`config.mk`:
```
export PLATFORM = sky130hd
export DESIGN_NAME = bus_arbiter
export DESIGN_NICKNAME = d
export VERILOG_FILES = /design/src/rtl/bus_pkg.sv /design/src/rtl/bus_arbiter_rr_pick.sv /design/src/rtl/bus_arbiter.sv
export SDC_FILE = /design/constraint.sdc
export NUM_CORES = 1
export LEC_CHECK = 0
export CORE_MARGIN = 3
export CORE_UTILIZATION = 45
export CTS_BUF_LIST = sky130_fd_sc_hd__clkbuf_8
export CTS_CLUSTER_DIAMETER = 100
export CTS_CLUSTER_SIZE = 25
export DETAILED_ROUTE_END_ITERATION = 10
export HOLD_SLACK_MARGIN = 0.03
export PLACE_DENSITY = 0.78
export SETUP_SLACK_MARGIN = 0.15
export SLEW_MARGIN = 20
export SYNTH_ARGS = -nofsm -noshare
export SYNTH_HDL_FRONTEND = slang
export SYNTH_SLANG_ARGS = --single-unit
```
`constraint.sdc`:
```
create_clock -name clock -period 4.3 [get_ports clock]
set_input_delay 0.43 -clock clock [delete_from_list [all_inputs] [get_ports clock]]
set_output_delay 0.43 -clock clock [all_outputs]
set_load 0.005 [all_outputs]
```
`src/rtl/bus_pkg.sv`:
```
// Shared bus definitions: mux select width, idle code, bus source codes and
// the arbiter state encoding.
package bus_pkg;

  localparam int SEL_W = 5;
  localparam int ID_W  = 3;

  localparam logic [SEL_W-1:0] IDLE_SEL    = 5'd31;
  localparam logic [SEL_W-1:0] SRC_PC      = 5'd20;
  localparam logic [SEL_W-1:0] SRC_MDR     = 5'd21;
  localparam logic [SEL_W-1:0] SRC_IN_PORT = 5'd22;

  typedef enum logic {
    IDLE  = 1'b0,
    OWNED = 1'b1
  } state_t;

endpackage

```
`src/rtl/bus_arbiter_rr_pick.sv`:
```
// Rotating priority encoder: first set request at or after start, wrapping.
// With BUS_ARB_FIXED_PRIO_EN defined it is a plain priority encoder (index 0 wins).
module rr_pick
  import bus_pkg::*;
#(
  parameter int NUM_REQ = 4
) (
  input  logic [NUM_REQ-1:0] req,
  input  logic [ID_W-1:0]    start,
  output logic [NUM_REQ-1:0] onehot,
  output logic [ID_W-1:0]    idx,
  output logic               any
);

  localparam int unsigned N = NUM_REQ;

`ifdef BUS_ARB_FIXED_PRIO_EN
  logic unused_start;
  assign unused_start = ^start;
`endif

  always_comb begin
    int unsigned k;
    k      = 0;
    onehot = '0;
    idx    = '0;
    any    = 1'b0;
    for (int unsigned i = 0; i < N; i++) begin
`ifdef BUS_ARB_FIXED_PRIO_EN
      k = i;
`else
      k = (32'(start) + i) % N;
`endif
      if (!any && req[k]) begin
        any       = 1'b1;
        idx       = ID_W'(k);
        onehot[k] = 1'b1;
      end
    end
  end

endmodule

```
`src/rtl/bus_arbiter.sv`:
```
// Internal bus arbiter: round-robin with bounded hold time, drives bus mux select.
// Define BUS_ARB_FIXED_PRIO_EN for fixed priority (index 0 highest).
module bus_arbiter #(
  parameter int                       NUM_REQ  = 4,
  parameter int                       SEL_W    = bus_pkg::SEL_W,
  parameter int                       MAX_HOLD = 4,
  parameter logic [SEL_W-1:0]         IDLE_SEL = bus_pkg::IDLE_SEL
) (
  input  logic                       clock,
  input  logic                       clear,
  input  logic [NUM_REQ-1:0]         req,
  input  logic [NUM_REQ*SEL_W-1:0]   req_sel,
  input  logic [NUM_REQ-1:0]         req_last,
  output logic [NUM_REQ-1:0]         grant,
  output logic [2:0]                 grant_id,
  output logic [SEL_W-1:0]           select,
  output logic                       bus_valid
);

  import bus_pkg::*;

  localparam int HC_W = $clog2(MAX_HOLD + 1);
  localparam logic [HC_W-1:0] HOLD_MAX  = HC_W'(MAX_HOLD);
  localparam logic [HC_W-1:0] HOLD_LAST = HC_W'(MAX_HOLD - 1);

  state_t               state_q, state_d;
  logic [NUM_REQ-1:0]   grant_q, grant_d;
  logic [ID_W-1:0]      grant_id_q, grant_id_d;
  logic [HC_W-1:0]      hold_cnt_q, hold_cnt_d;
  logic [ID_W-1:0]      last_id_q, last_id_d;

  logic [NUM_REQ-1:0]   pick_req, pick_onehot;
  logic [ID_W-1:0]      pick_idx, pick_start;
  logic                 pick_any;
  logic                 owner_req, owner_last, preempt, release_now;

  // While owned the current owner is masked out, so the same search serves
  // both the idle grant and the back-to-back hand-over.
  assign pick_req   = (state_q == OWNED) ? (req & ~grant_q) : req;
  assign pick_start = (last_id_q == ID_W'(NUM_REQ - 1)) ? '0 : last_id_q + ID_W'(1);

  rr_pick #(.NUM_REQ(NUM_REQ)) u_pick (
    .req    (pick_req),
    .start  (pick_start),
    .onehot (pick_onehot),
    .idx    (pick_idx),
    .any    (pick_any)
  );

  assign owner_req  = |(req & grant_q);
  assign owner_last = |(req_last & grant_q);

`ifdef BUS_ARB_FIXED_PRIO_EN
  // grant_q - 1 on a one-hot value masks exactly the higher-priority indices.
  assign preempt = |(req & (grant_q - NUM_REQ'(1)));
`else
  assign preempt = pick_any;
`endif

  assign release_now = !owner_req || owner_last || ((hold_cnt_q >= HOLD_LAST) && preempt);

  always_comb begin
    state_d    = state_q;
    grant_d    = grant_q;
    grant_id_d = grant_id_q;
    hold_cnt_d = hold_cnt_q;
    last_id_d  = last_id_q;
    case (state_q)
      IDLE: begin
        if (pick_any) begin
          state_d    = OWNED;
          grant_d    = pick_onehot;
          grant_id_d = pick_idx;
          hold_cnt_d = '0;
          last_id_d  = pick_idx;
        end
      end
      OWNED: begin
        if (release_now) begin
          hold_cnt_d = '0;
          if (pick_any) begin
            grant_d    = pick_onehot;
            grant_id_d = pick_idx;
            last_id_d  = pick_idx;
          end else begin
            state_d    = IDLE;
            grant_d    = '0;
            grant_id_d = '0;
          end
        end else if (hold_cnt_q != HOLD_MAX) begin
          hold_cnt_d = hold_cnt_q + HC_W'(1);
        end
      end
      default: begin
        state_d    = IDLE;
        grant_d    = '0;
        grant_id_d = '0;
        hold_cnt_d = '0;
      end
    endcase
  end

  always_ff @(posedge clock or posedge clear) begin
    if (clear) begin
      state_q    <= IDLE;
      grant_q    <= '0;
      grant_id_q <= '0;
      hold_cnt_q <= '0;
      last_id_q  <= ID_W'(NUM_REQ - 1);
    end else begin
      state_q    <= state_d;
      grant_q    <= grant_d;
      grant_id_q <= grant_id_d;
      hold_cnt_q <= hold_cnt_d;
      last_id_q  <= last_id_d;
    end
  end

  always_comb begin
    select = IDLE_SEL;
    for (int unsigned i = 0; i < NUM_REQ; i++) begin
      if (grant_q[i]) select = req_sel[i*SEL_W +: SEL_W];
    end
  end

  assign grant     = grant_q;
  assign grant_id  = grant_id_q;
  assign bus_valid = (state_q == OWNED);

  grant_onehot_a: assert property (@(posedge clock) disable iff (clear) $onehot0(grant_q));

endmodule

```
[Word-level counts from Yosys, hierarchy flattened]
Cells that the tools add are included.
Operators by class
  add/subtract/negate cells: 5
  order comparisons: 9
  equal/unequal tests: 5
  mux-type cells: 52
  bitwise logic cells: 8
  reductions and logical operators: 18
Operators by type and width (number)
  3-bit 2-to-1 mux: 11
  4-bit 2-to-1 mux: 8
  5-bit 2-to-1 mux: 4
  3-bit one-hot mux with 2 select lines: 3
  1-bit 2-to-1 mux: 14
  4-bit bitwise AND: 3
  2-bit by 3-bit < comparator with 1-bit output, second input constant: 4
  4-bit bitwise OR: 3
  1-bit binary-select mux with 2-bit select: 4
  1-bit demux with 2-bit select: 4
  2-bit by 1-bit >= comparator with 1-bit output, second input constant: 4
  1-bit logical AND: 8
  4-bit one-hot mux with 2 select lines: 1
  4-bit OR reduction: 2
  2-bit by 1-bit adder with 2-bit output, second input constant: 2
  2-bit adder, second input constant: 2
  1-bit zero test: 4
  2-bit 2-to-1 mux: 2
  4-bit inverter: 1
  2-bit AND reduction: 2
  3-bit by 1-bit adder with 3-bit output, second input constant: 1
  3-bit by 2-bit equality test with 1-bit output, second input constant: 1
  3-bit by 2-bit >= comparator with 1-bit output, second input constant: 1
  3-bit by 1-bit inequality test with 1-bit output, second input constant: 1
  other kinds (6): 7
Word-level totals
  register bits: 14
  output and inout port bits: 13
  word-level logic and storage cells: 102

[Logic depth before layout (Yosys ltp)]
  depth in word-level cells: 19
  mapped depth: 9

[Modules after synthesis]
From an unflattened synthesis, not the netlist that was laid out.
Second synthesis, totals
  cell total of the unflattened synthesis: 138
  area total of the unflattened synthesis: 1326.3 um^2
By module, submodules not included
  bus_arbiter: times used 1, cells each 91, area each 895.9 um^2, seq. area each 352.8 um^2
  rr_pick: times used 1, cells each 47, area each 430.4 um^2, seq. area each 0.0 um^2

[Worst setup path after synthesis]
OpenSTA, ideal clock, no wires.
  path type: register to register
  start point: reg last_id_q[0]
  end point: reg last_id_q[0]
  setup time: 0.073 ns
  arrival time: 2.270 ns
  data required time: 4.227 ns
  path slack: 1.956 ns
  cell stages (with the launch flop): 9
  path buffers: 0
  cell sequence: dfstp_2 > inv_1 > ha_1 > nor2_1 > mux4_2 > o21ai_2 > nand2_1 > a211oi_1 > o21bai_1
On the way
  word-level cells in the longest chain between the ends: 17
  elaborated cells on any way between the ends: 34
  those cells by class: add/sub: 4; eq/ne: 2; mux: 20; reduce/logical: 8
RTL lines
  from (decl): line bus_arbiter.sv:30  | logic [ID_W-1:0] last_id_q, last_id_d;
  from (signal assigned): line bus_arbiter.sv:109  | last_id_q <= ID_W'(NUM_REQ - 1);
  from (signal assigned): line bus_arbiter.sv:115  | last_id_q <= last_id_d;
  parallel branches: the longest is 17 deep, another holds 2-bit by 1-bit adder with 2-bit output
Several ways; the timed one is not identified. The select of a mux whose other input is x is not followed.
A chain may end at the register's enable or synchronous reset.

[Final worst setup path]
Same ends and word-level chain as after synthesis.

==> impl_metrics.yaml <==
floorplan:
  dieArea_um2: 3700
  die_w_um: 60.83
  die_y_um: 60.83
  coreArea_um2: 2805
  pin_count: 43
  initial_core_util_pct: 48.22
  fp-row-count: 19
worst_setup_path:
  crit_path_end_kind: "flip-flop"
  start_kind: "flip-flop"
  slowest_delay_ps: 620
  arrival_ps: 2850
  critPathKind: "flip-flop to flip-flop"
  critical_path_depth: 8
  cp_cell_sequence: "inv_1 -> ha_1 -> nor2_1 -> mux4_2 -> o21ai_2 -> nand2_1 -> a211oi_1 -> o21bai_1"
  path_delay_family: "compound AO/OA/AOI/OAI gates"
  crit_fanout: 9
  rr_worst_depth: 8
  cp_data_required_time_ps: 4470
  cp_num_buf_inv: 1
  crit_slowest_cell: "dfstp_2"
routing:
  drt_iter0_markers: 58
  vias_per_cell: 6.067
  wl_per_cell_um: 16.10
  drtPass1Iterations: 4
  drc: 0
  ant_nets: 0
  vias: 1359
  routed_wl_um: 3607
logic_synthesis:
  syn_area_um2: 1353
  synthSimpleGateAreaFrac_pct: 13.14
  synth_mux_area_share_pct: 12.40
  synth_adder_area_share_pct: 10.18
  synthXorXnorAreaFrac_pct: 0
  synth_edf_count: 0
  yosys_warnings: 0
  ys_ff_latch: 12
  synth_seq_area_share_pct: 22.39
  synthArstFlopShare_pct: 100.0
  yosysUniqueCellTypes: 46
  syn_inst: 155
  synth.avg_cell_area_um2: 8.726
  synth_compound_area_share_pct: 34.60
  synth_top_family_by_area: "compound AO/OA/AOI/OAI gates"
  synth-main-ff-cell: "dfrtp_1"
  syn_nets: 196
timing:
  min_period_over_period_pct: 62.20
  skew_ps: 0.6010
  fin_crit_ps: 2674
  maxSlewViolCount: 0
  final.setup.tns_ps: 0
  tightest_slew_ps: 520.3
  fmax_ghz: 0.3739
  hold_viol: 0
  max_slew_margin_pct: 65.24
  rsz0062_at_grt: "false"
  finalSetupViolCount: 0
global_route:
  grt-ovfl-total: 0
  grt_pass1_vias: 1229
  grtUsageTotal_pct: 19.86
  antenna_found_initial: 0
  grt_max_degree: 17
  grt_pass1_wl_um: 5506
power_and_ir_drop:
  ir_drop_v: 0.0003857
  swShare_pct: 45.41
  p_int_uw: 751.7
  p_total_mw: 1.377
  p_leak_nw: 0.7699
  p_comb_share_pct: 72.1
  seqPwrFrac_pct: 19.1
  power_density_nw_per_um2: 762.2
  p_sw_uw: 625.4
  clockPowerShare_pct: 8.8
place:
  io_buffers: 41
  gp_congestion: 0.8290
  place_hpwl_um: 2844
clock_network:
  clk_pin_slew_ps: 50
  clkLatencyLatePin_ps: 240
  ctsResizeCount: 0
  post_cts_buffers: 0
  clockBufferDepth: 2
  cts_num_sinks: 12
  clock-root-buffer: "clkbuf_8"
  cts_tree: "done"
  htreeDepth: 1
  cts_buffers: 3
  postCtsHoldBufs: 0
outcome:
  outcome: "finished clean"
cells_and_area:
  areaGrowthSynthToFinish_pct: 33.58
  most-common-layout-cells: "clkdlybuf4s50_1 (41), nand2_1 (17), inv_1 (12), nor2_1 (12)"
  layout_commonest_cell: "clkdlybuf4s50_1"
  antenna_cells: 0
  fin_nets: 235
  drive_gt1_share_pct: 12.95
run:
  drv_cap: 0
hold_path:
  hold_class: "flip-flop to flip-flop"
  min_path_cells: 1
[cell type report]
cell class	count	area (µm²)
fillers	239	998.5
flip-flops and latches	12	302.8
clock buffers	4	55.05
well taps	31	38.79
repair buffers	41	410.4
multi-input cells	124	954.7
inverters	12	45.04
[synth_stat cells, drive strengths merged, types with 2 or more instances]
cell type | number | area share, %
nand2 | 17 | 4.7
nor2 | 15 | 5.1
inv | 12 | 3.3
o21ai | 12 | 4.7
ha | 11 | 10
dfrtp | 10 | 19
a211oi | 7 | 4.3
a22oi | 6 | 4.3
buf | 5 | 3.1
mux2 | 5 | 4.4
o22ai | 5 | 2.3
a21bo | 4 | 3.4
a21boi | 4 | 2.2
a21oi | 4 | 1.5
a22o | 4 | 2.6
mux2i | 4 | 3.0
a221o | 3 | 2.2
mux4 | 3 | 5.0
nand3 | 3 | 1.1
clkbuf | 2 | 0.56
dfstp | 2 | 3.9
o21bai | 2 | 1.1
o221ai | 2 | 1.3
[final timing paths]
kind                              startpoint           end  slack, ps
worst max-delay path            last_id_q[0]  last_id_q[0]       1630
worst min-delay path             grant_id[0]   grant_id[0]        480
worst max register to register  last_id_q[0]  last_id_q[0]       1630
worst min register to register   grant_id[0]   grant_id[0]        480
max in group asynchronous              clear  last_id_q[1]       3470
min in group asynchronous              clear   grant_id[0]        490
[power groups by stage]
| stage | combinational [mW] | clock [mW] | sequential (mW) |
|---|---|---|---|
| global placement | 0.962 | 0 | 0.258 |
| finish | 0.993 | 0.121 | 0.263 |
| detailed placement | 0.988 | 0 | 0.264 |
| floorplan | 0.766 | 0 | 0.224 |
| CTS | 0.993 | 0.125 | 0.263 |
| global route | 1.10 | 0.130 | 0.276 |
[metal layers]
metal	vias to the layer above	wire (µm)	GRT usage, %
li1	660	-	-
met1	623	1500	22.92
met2	72	1651	36.49
met3	4	414	5.532
met4	0	40	4.025
met5	-	0	0
[worst reg2reg max path, cell delays in order (launching register included)]
cell      delay (ps)
dfstp_2          620
inv_1            130
ha_1             250
nor2_1           390
mux4_2           480
o21ai_2          170
nand2_1           60
a211oi_1         340
o21bai_1         160
[state kept, by name, summed over array words and instances (netlist names)]
name and flops:
hold_cnt_q 3, last_id_q 2, grant_id 2, grant 4, bus_valid 1
[cells by family after synthesis]
group	Yosys count
AO/OA/AOI/OAI	60
AND/OR/NAND/NOR	40
buffers and inverters	19
other	1
adder cells (fa/ha/maj)	11
flip-flops	12
multiplexers	12
[metrics by stage]
stage,hold slack [ps],utilization (%),area [µm²],cells,worst slack [ps]
after floorplan,293.3,-,1353,155,1956
after global placement,470.7,62.44,1752,220,1625
after global routing,526.7,64.41,1807,224,1454
after CTS,487.5,64.41,1807,224,1618
final,481.8,64.41,1807,224,1626
after detailed placement,471.0,62.44,1752,220,1611
(Power assumes the default switching activity.)
